`src/rtl/exe_hazard_ctrl.sv`:
```
// Purpose : EXE-stage hazard control. Shadows the EXE/MEM destinations, compares them with
//           the ID sources, and produces forward selects, the load-use/no-forward stall and the branch flush.
// Latency : hazard_stall/flush are combinational. Forward selects are registered and load as the ID instruction enters EXE.
// Backpressure : freeze holds every register. hazard_stall inserts a bubble into EXE and holds ID.
//
// Ports:
//   clk, rst (sync, active-low)
//   fwd_en         - 1: forwarding mode, 0: stall-only mode
//   freeze         - global pipeline hold; slots, selects and counter keep their value
//   id_*           - decoded fields of the instruction currently in ID
//   exe_branch_taken - taken branch in EXE; kills IF/ID and the ID instruction
//   val_rn_sel/val_rm_sel - 00 regfile, 01 EXE/MEM result, 10 WB value
//   hazard_stall, flush, stall_count (saturating)
module exe_hazard_ctrl #(
  parameter int REG_W = 4,
  parameter int CNT_W = 16
) (
  input  logic             clk,
  input  logic             rst,
  input  logic             fwd_en,
  input  logic             freeze,
  input  logic             id_valid,
  input  logic [REG_W-1:0] id_src1,
  input  logic [REG_W-1:0] id_src2,
  input  logic             id_use_src1,
  input  logic             id_use_src2,
  input  logic             id_wb_en,
  input  logic [REG_W-1:0] id_dest,
  input  logic             id_mem_read,
  input  logic             exe_branch_taken,
  output logic [1:0]       val_rn_sel,
  output logic [1:0]       val_rm_sel,
  output logic             hazard_stall,
  output logic             flush,
  output logic [CNT_W-1:0] stall_count
);

  typedef struct packed {
    logic             v;
    logic             wb;
    logic [REG_W-1:0] dest;
    logic             mrd;
  } exe_slot_t;

  typedef struct packed {
    logic             v;
    logic             wb;
    logic [REG_W-1:0] dest;
  } mem_slot_t;

  localparam logic [1:0] SEL_RF  = 2'b00;
  localparam logic [1:0] SEL_EXE = 2'b01;
  localparam logic [1:0] SEL_MEM = 2'b10;

  exe_slot_t exe_slot;
  mem_slot_t mem_slot;

  logic       s1_exe, s2_exe, s1_mem, s2_mem;
  logic       exe_hit, mem_hit, stall_raw, id_adv;
  logic [1:0] rn_nxt, rm_nxt;

  // Source/slot comparisons.
  always_comb begin
    s1_exe = id_use_src1 && exe_slot.v && exe_slot.wb && (id_src1 == exe_slot.dest);
    s2_exe = id_use_src2 && exe_slot.v && exe_slot.wb && (id_src2 == exe_slot.dest);
    s1_mem = id_use_src1 && mem_slot.v && mem_slot.wb && (id_src1 == mem_slot.dest);
    s2_mem = id_use_src2 && mem_slot.v && mem_slot.wb && (id_src2 == mem_slot.dest);
    exe_hit = s1_exe || s2_exe;
    mem_hit = s1_mem || s2_mem;
  end

  // With forwarding only a load in EXE cannot be bypassed. Without it, any producer
  // still in EXE or MEM blocks; WB is covered by write-before-read in the register file.
  assign stall_raw    = fwd_en ? (exe_hit && exe_slot.mrd) : (exe_hit || mem_hit);
  // Both outputs are held low while reset is asserted. A taken branch kills the ID
  // instruction, so its hazard is irrelevant.
  assign flush        = rst && exe_branch_taken;
  assign hazard_stall = rst && id_valid && stall_raw && !exe_branch_taken;
  assign id_adv       = id_valid && !hazard_stall && !flush;

  // Forward selects for the instruction about to enter EXE. The EXE slot is the younger
  // producer, so it wins over MEM.
  always_comb begin
    rn_nxt = SEL_RF;
    rm_nxt = SEL_RF;
    if (id_adv && fwd_en) begin
      if (s1_exe)      rn_nxt = SEL_EXE;
      else if (s1_mem) rn_nxt = SEL_MEM;
      if (s2_exe)      rm_nxt = SEL_EXE;
      else if (s2_mem) rm_nxt = SEL_MEM;
    end
  end

  always_ff @(posedge clk) begin
    if (!rst) begin
      exe_slot    <= '0;
      mem_slot    <= '0;
      val_rn_sel  <= SEL_RF;
      val_rm_sel  <= SEL_RF;
      stall_count <= '0;
    end else if (!freeze) begin
      mem_slot.v    <= exe_slot.v;
      mem_slot.wb   <= exe_slot.wb;
      mem_slot.dest <= exe_slot.dest;
      if (id_adv) begin
        exe_slot.v    <= 1'b1;
        exe_slot.wb   <= id_wb_en;
        exe_slot.dest <= id_dest;
        exe_slot.mrd  <= id_mem_read;
      end else begin
        exe_slot <= '0;
      end
      val_rn_sel <= rn_nxt;
      val_rm_sel <= rm_nxt;
      if (hazard_stall && (stall_count != {CNT_W{1'b1}}))
        stall_count <= stall_count + {{(CNT_W-1){1'b0}}, 1'b1};
    end
  end

endmodule

```
`config.mk`:
```
export PLATFORM = sky130hd
export DESIGN_NAME = exe_hazard_ctrl
export DESIGN_NICKNAME = d
export VERILOG_FILES = /design/src/rtl/exe_hazard_ctrl.sv
export SDC_FILE = /design/constraint.sdc
export NUM_CORES = 1
export LEC_CHECK = 0
export BUFFER_PORTS_ARGS = -buffer_cell sky130_fd_sc_hd__buf_2
export CAP_MARGIN = 10
export CORE_ASPECT_RATIO = 0.8
export CORE_MARGIN = 10
export CORE_UTILIZATION = 56
export DETAILED_ROUTE_END_ITERATION = 10
export GPL_TIMING_DRIVEN = 0
export PLACE_DENSITY = 0.87
export SYNTH_ARGS = -nofsm -noshare
export SYNTH_HDL_FRONTEND = slang
export SYNTH_SLANG_ARGS = --single-unit
```
`constraint.sdc`:
```
create_clock -name clk -period 4.4 [get_ports clk]
set_clock_uncertainty 0.05 [all_clocks]
set_input_delay 1.1 -clock clk [delete_from_list [all_inputs] [get_ports clk]]
set_output_delay 1.1 -clock clk [all_outputs]
set_load 0.05 [all_outputs]
```
==> results.ini <==
[power_and_ir_drop]
p_leak_uw = 0.0008403
p_clk_frac = 0.396
switching_share = 0.2457
powerDensity_nw_per_um2 = 284.0
seq_power_share = 0.537
intPower_uw = 426.2
p_switching_uw = 138.8
p_comb_frac = 0.066
ir_worst_vdd_mv = 0.2478

[clocking]
cts-root-buf = clkbuf_8
post-cts-setup-buffers = 0
clk_pin_slew_ps = 70
cts_inserted_buffers = 5
clk_latency_ps = 290
cts_resized = 0
clk_path_buf_depth = 2
htreeDepth = 2
cts_tree = yes
cts_hold_buf = 0
cts_sinks = 33

[cells_and_area]
area_growth_pct = 20.55
fin_cells = 263
final_layout_size_suffix_gt1_frac = 0.2844
nets = 247
final.fill_count = 236
diodes = 0

[synthesis]
synth_xor_area_frac = 0.09553
ys.warnings.count = 0
avgSynthCellArea_sq_um = 9.377
async_flop_share = 0
synth_edf_count = 0
synth-simple-area-share = 0.2130
synth_common_cells = dfxtp_1 (33), xor2_1 (14), nor2_1 (11)
synth_compound_area_frac = 0.1842
synth_top_family_by_area = simple AND/OR/NAND/NOR gates
yosys-top-cells-area = dfxtp_1 (40%), xor2_1 (7.4%), mux2i_1 (6.1%), a21oi_1 (2.7%), or4_4 (2.7%)
yosys_register_bits = 33
ys_types = 41
synth_fp_nets = 199
synth_ff_type = dfxtp_1
syn_inst = 176
synth_fa_ha_area_frac = 0.007582
synth.mux.area_fraction = 0.06065
synth_most_common_cell = dfxtp_1
seq_area_frac_synth = 0.4003
yosysTopAreaCellShare = 0.4003
synthesis.area_sq_um = 1650
yosysTopAreaCell = dfxtp_1

[floorplan]
start_util = 0.5923
core_area_sq_um = 2786
die-area_sq_um = 5532
io_pins = 44
rows = 17
die_h_um = 68.56
die_w_um = 80.70

[sta]
fmax_mhz = 251.3
slew_headroom = 0.4137
worst_pin_slew_ps = 872.8
fin_crit_ps = 3979
fin_crit_sh = 0.9043
hold_viol = 0
finalSetupViolCount = 0
timing.setup.tns_ps = 0
drv_slew = 0
hold_ws_ps = 404.0
fin_ws_ps = 420.9
rsz0062_at_grt = false

[drt]
drt-initial-drc-count = 114
drc = 0
vias = 1506
drtPass1Iterations = 4
wl_per_cell_um = 15.68
drt_wl_total_um = 4123
avgViaCountPerCell = 5.726
antenna_left = 0

[grt]
grt_overflow = 0
grt_max_degree = 12
grt_pass1_wl_um = 6637
grtUsageTotal = 0.1540
antenna_found_initial = 0
first_global_vias = 1396

[place]
place_inst = 255
port_buffers = 41
dp_hpwl_um = 3154
gp_congestion = 0.8108
pre_cts_slack_ps = 430.6

[worst_setup_path]
start_kind = input pin
crit_top_cell = buf_2
crit_required_ps = 3250
reg2reg_from = exe_slot[3]
crit_start = id_src2[2]
worst_path_max_delay_cell = or4_4
arrival_ps = 2830
crit_type = in -> out
critical_path.cell_chain = buf_2 > xnor2_1 > nand4_1 > or4_4 > a21boi_4 > nor2_1 > nor3_1 > buf_2
crit_path_end_kind = output port
cpPeakStageDelay_ps = 510
path_max_fanout = 7

[run_status]
status = finished, final reports clean

[min_path]
min-delay-start = val_rm_sel[0]
holdCritPathClass = reg -> reg

[job]
maxCapViolations = 0

power by group through the flow:
stage          clock [uW]  sequential [uW]  combinational, uW
6_report              224              304               37.5
3_5_place_dp            0              310               37.4
3_3_place_gp            0              310               36.5
5_1_grt               245              304               41.4
4_1_cts               226              304               37.5
2_1_floorplan           0              310               20.5
cell type report:
| type | count | area, sq um | share of cell area |
|---|---|---|---|
| well taps | 38 | 47.55 | 0.02390 |
| flip-flops and latches | 33 | 660.6 | 0.3321 |
| multi-input cells | 129 | 925.9 | 0.4654 |
| repair buffers | 41 | 205.2 | 0.1031 |
| plain buffers | 6 | 33.78 | 0.01698 |
| clock buffers | 5 | 68.82 | 0.03459 |
| inverters | 8 | 30.03 | 0.01509 |
| clock inverters | 3 | 17.52 | 0.008805 |
cell usage in the layout, fill, tap and decap left out, types with 2 or more instances in the layout:
cell and count:
clkbuf_8 5, xnor2_1 4, nand4_1 5, and3_1 2, or3_1 6, nor3_1 5
clkbuf_1 2, inv_1 7, a22o_1 5, buf_2 44, nand3_1 5, o31ai_1 5
clkinv_2 2, nand2_1 10, or4_1 5, o21ai_0 6, mux2i_1 10, o21a_1 2
and2_1 2, nor2_1 11, o21ai_2 2, xor2_1 14, a32o_1 2, a21oi_1 9
dfxtp_1 33, or4_4 4
critical path, delay by kind of cell:
| family | cells | cell delay (ps) |
|---|---|---|
| compound gates | 1 | 290 |
| simple gates | 4 | 900 |
| xor+xnor | 1 | 120 |
| buf+inv | 2 | 410 |
final timing paths:
| path | slack [ps] | end | cells past startpoint |
|---|---|---|---|
| max | 420 | hazard_stall | 8 |
| min | 400 | val_rm_sel[0] | 2 |
| max reg2reg | 1940 | stall_count[10] | 8 |
| min reg2reg | 400 | val_rm_sel[0] | 2 |
stage by stage:
step           utilization  power [uW]  cell area (sq um)
2_1_floorplan            -       330.3               1650
3_3_place_gp        0.6830       346.9               1903
3_5_place_dp        0.6830       347.9               1903
4_1_cts             0.7140       567.6               1989
5_1_grt             0.7140       589.8               1989
6_report            0.7140       565.0               1989
logic make-up (layout without fill, tap and decap cells):
logic type,Yosys count,count (layout)
DFF,33,33
adders and majority gates,1,1
xor gates and xnor gates,18,18
AOI/OAI and AO/OA,39,39
and+or+nand+nor,61,61
buffers and inverters,14,63
muxes,10,10
per-layer routing:
layer,track usage,routed length (um),up-vias
met3,0.08010,362,5
met2,0.2500,1912,53
met4,0.04310,31,0
li1,-,-,745
met5,0,0,-
met1,0.1758,1816,703
flip-flops by register name, indices dropped and copies added (netlist names):
signal       cells
stall_count     16
val_rn_sel       2
mem_slot         6
exe_slot         7
val_rm_sel       2
Note: power is estimated with default switching activity, not from simulation.
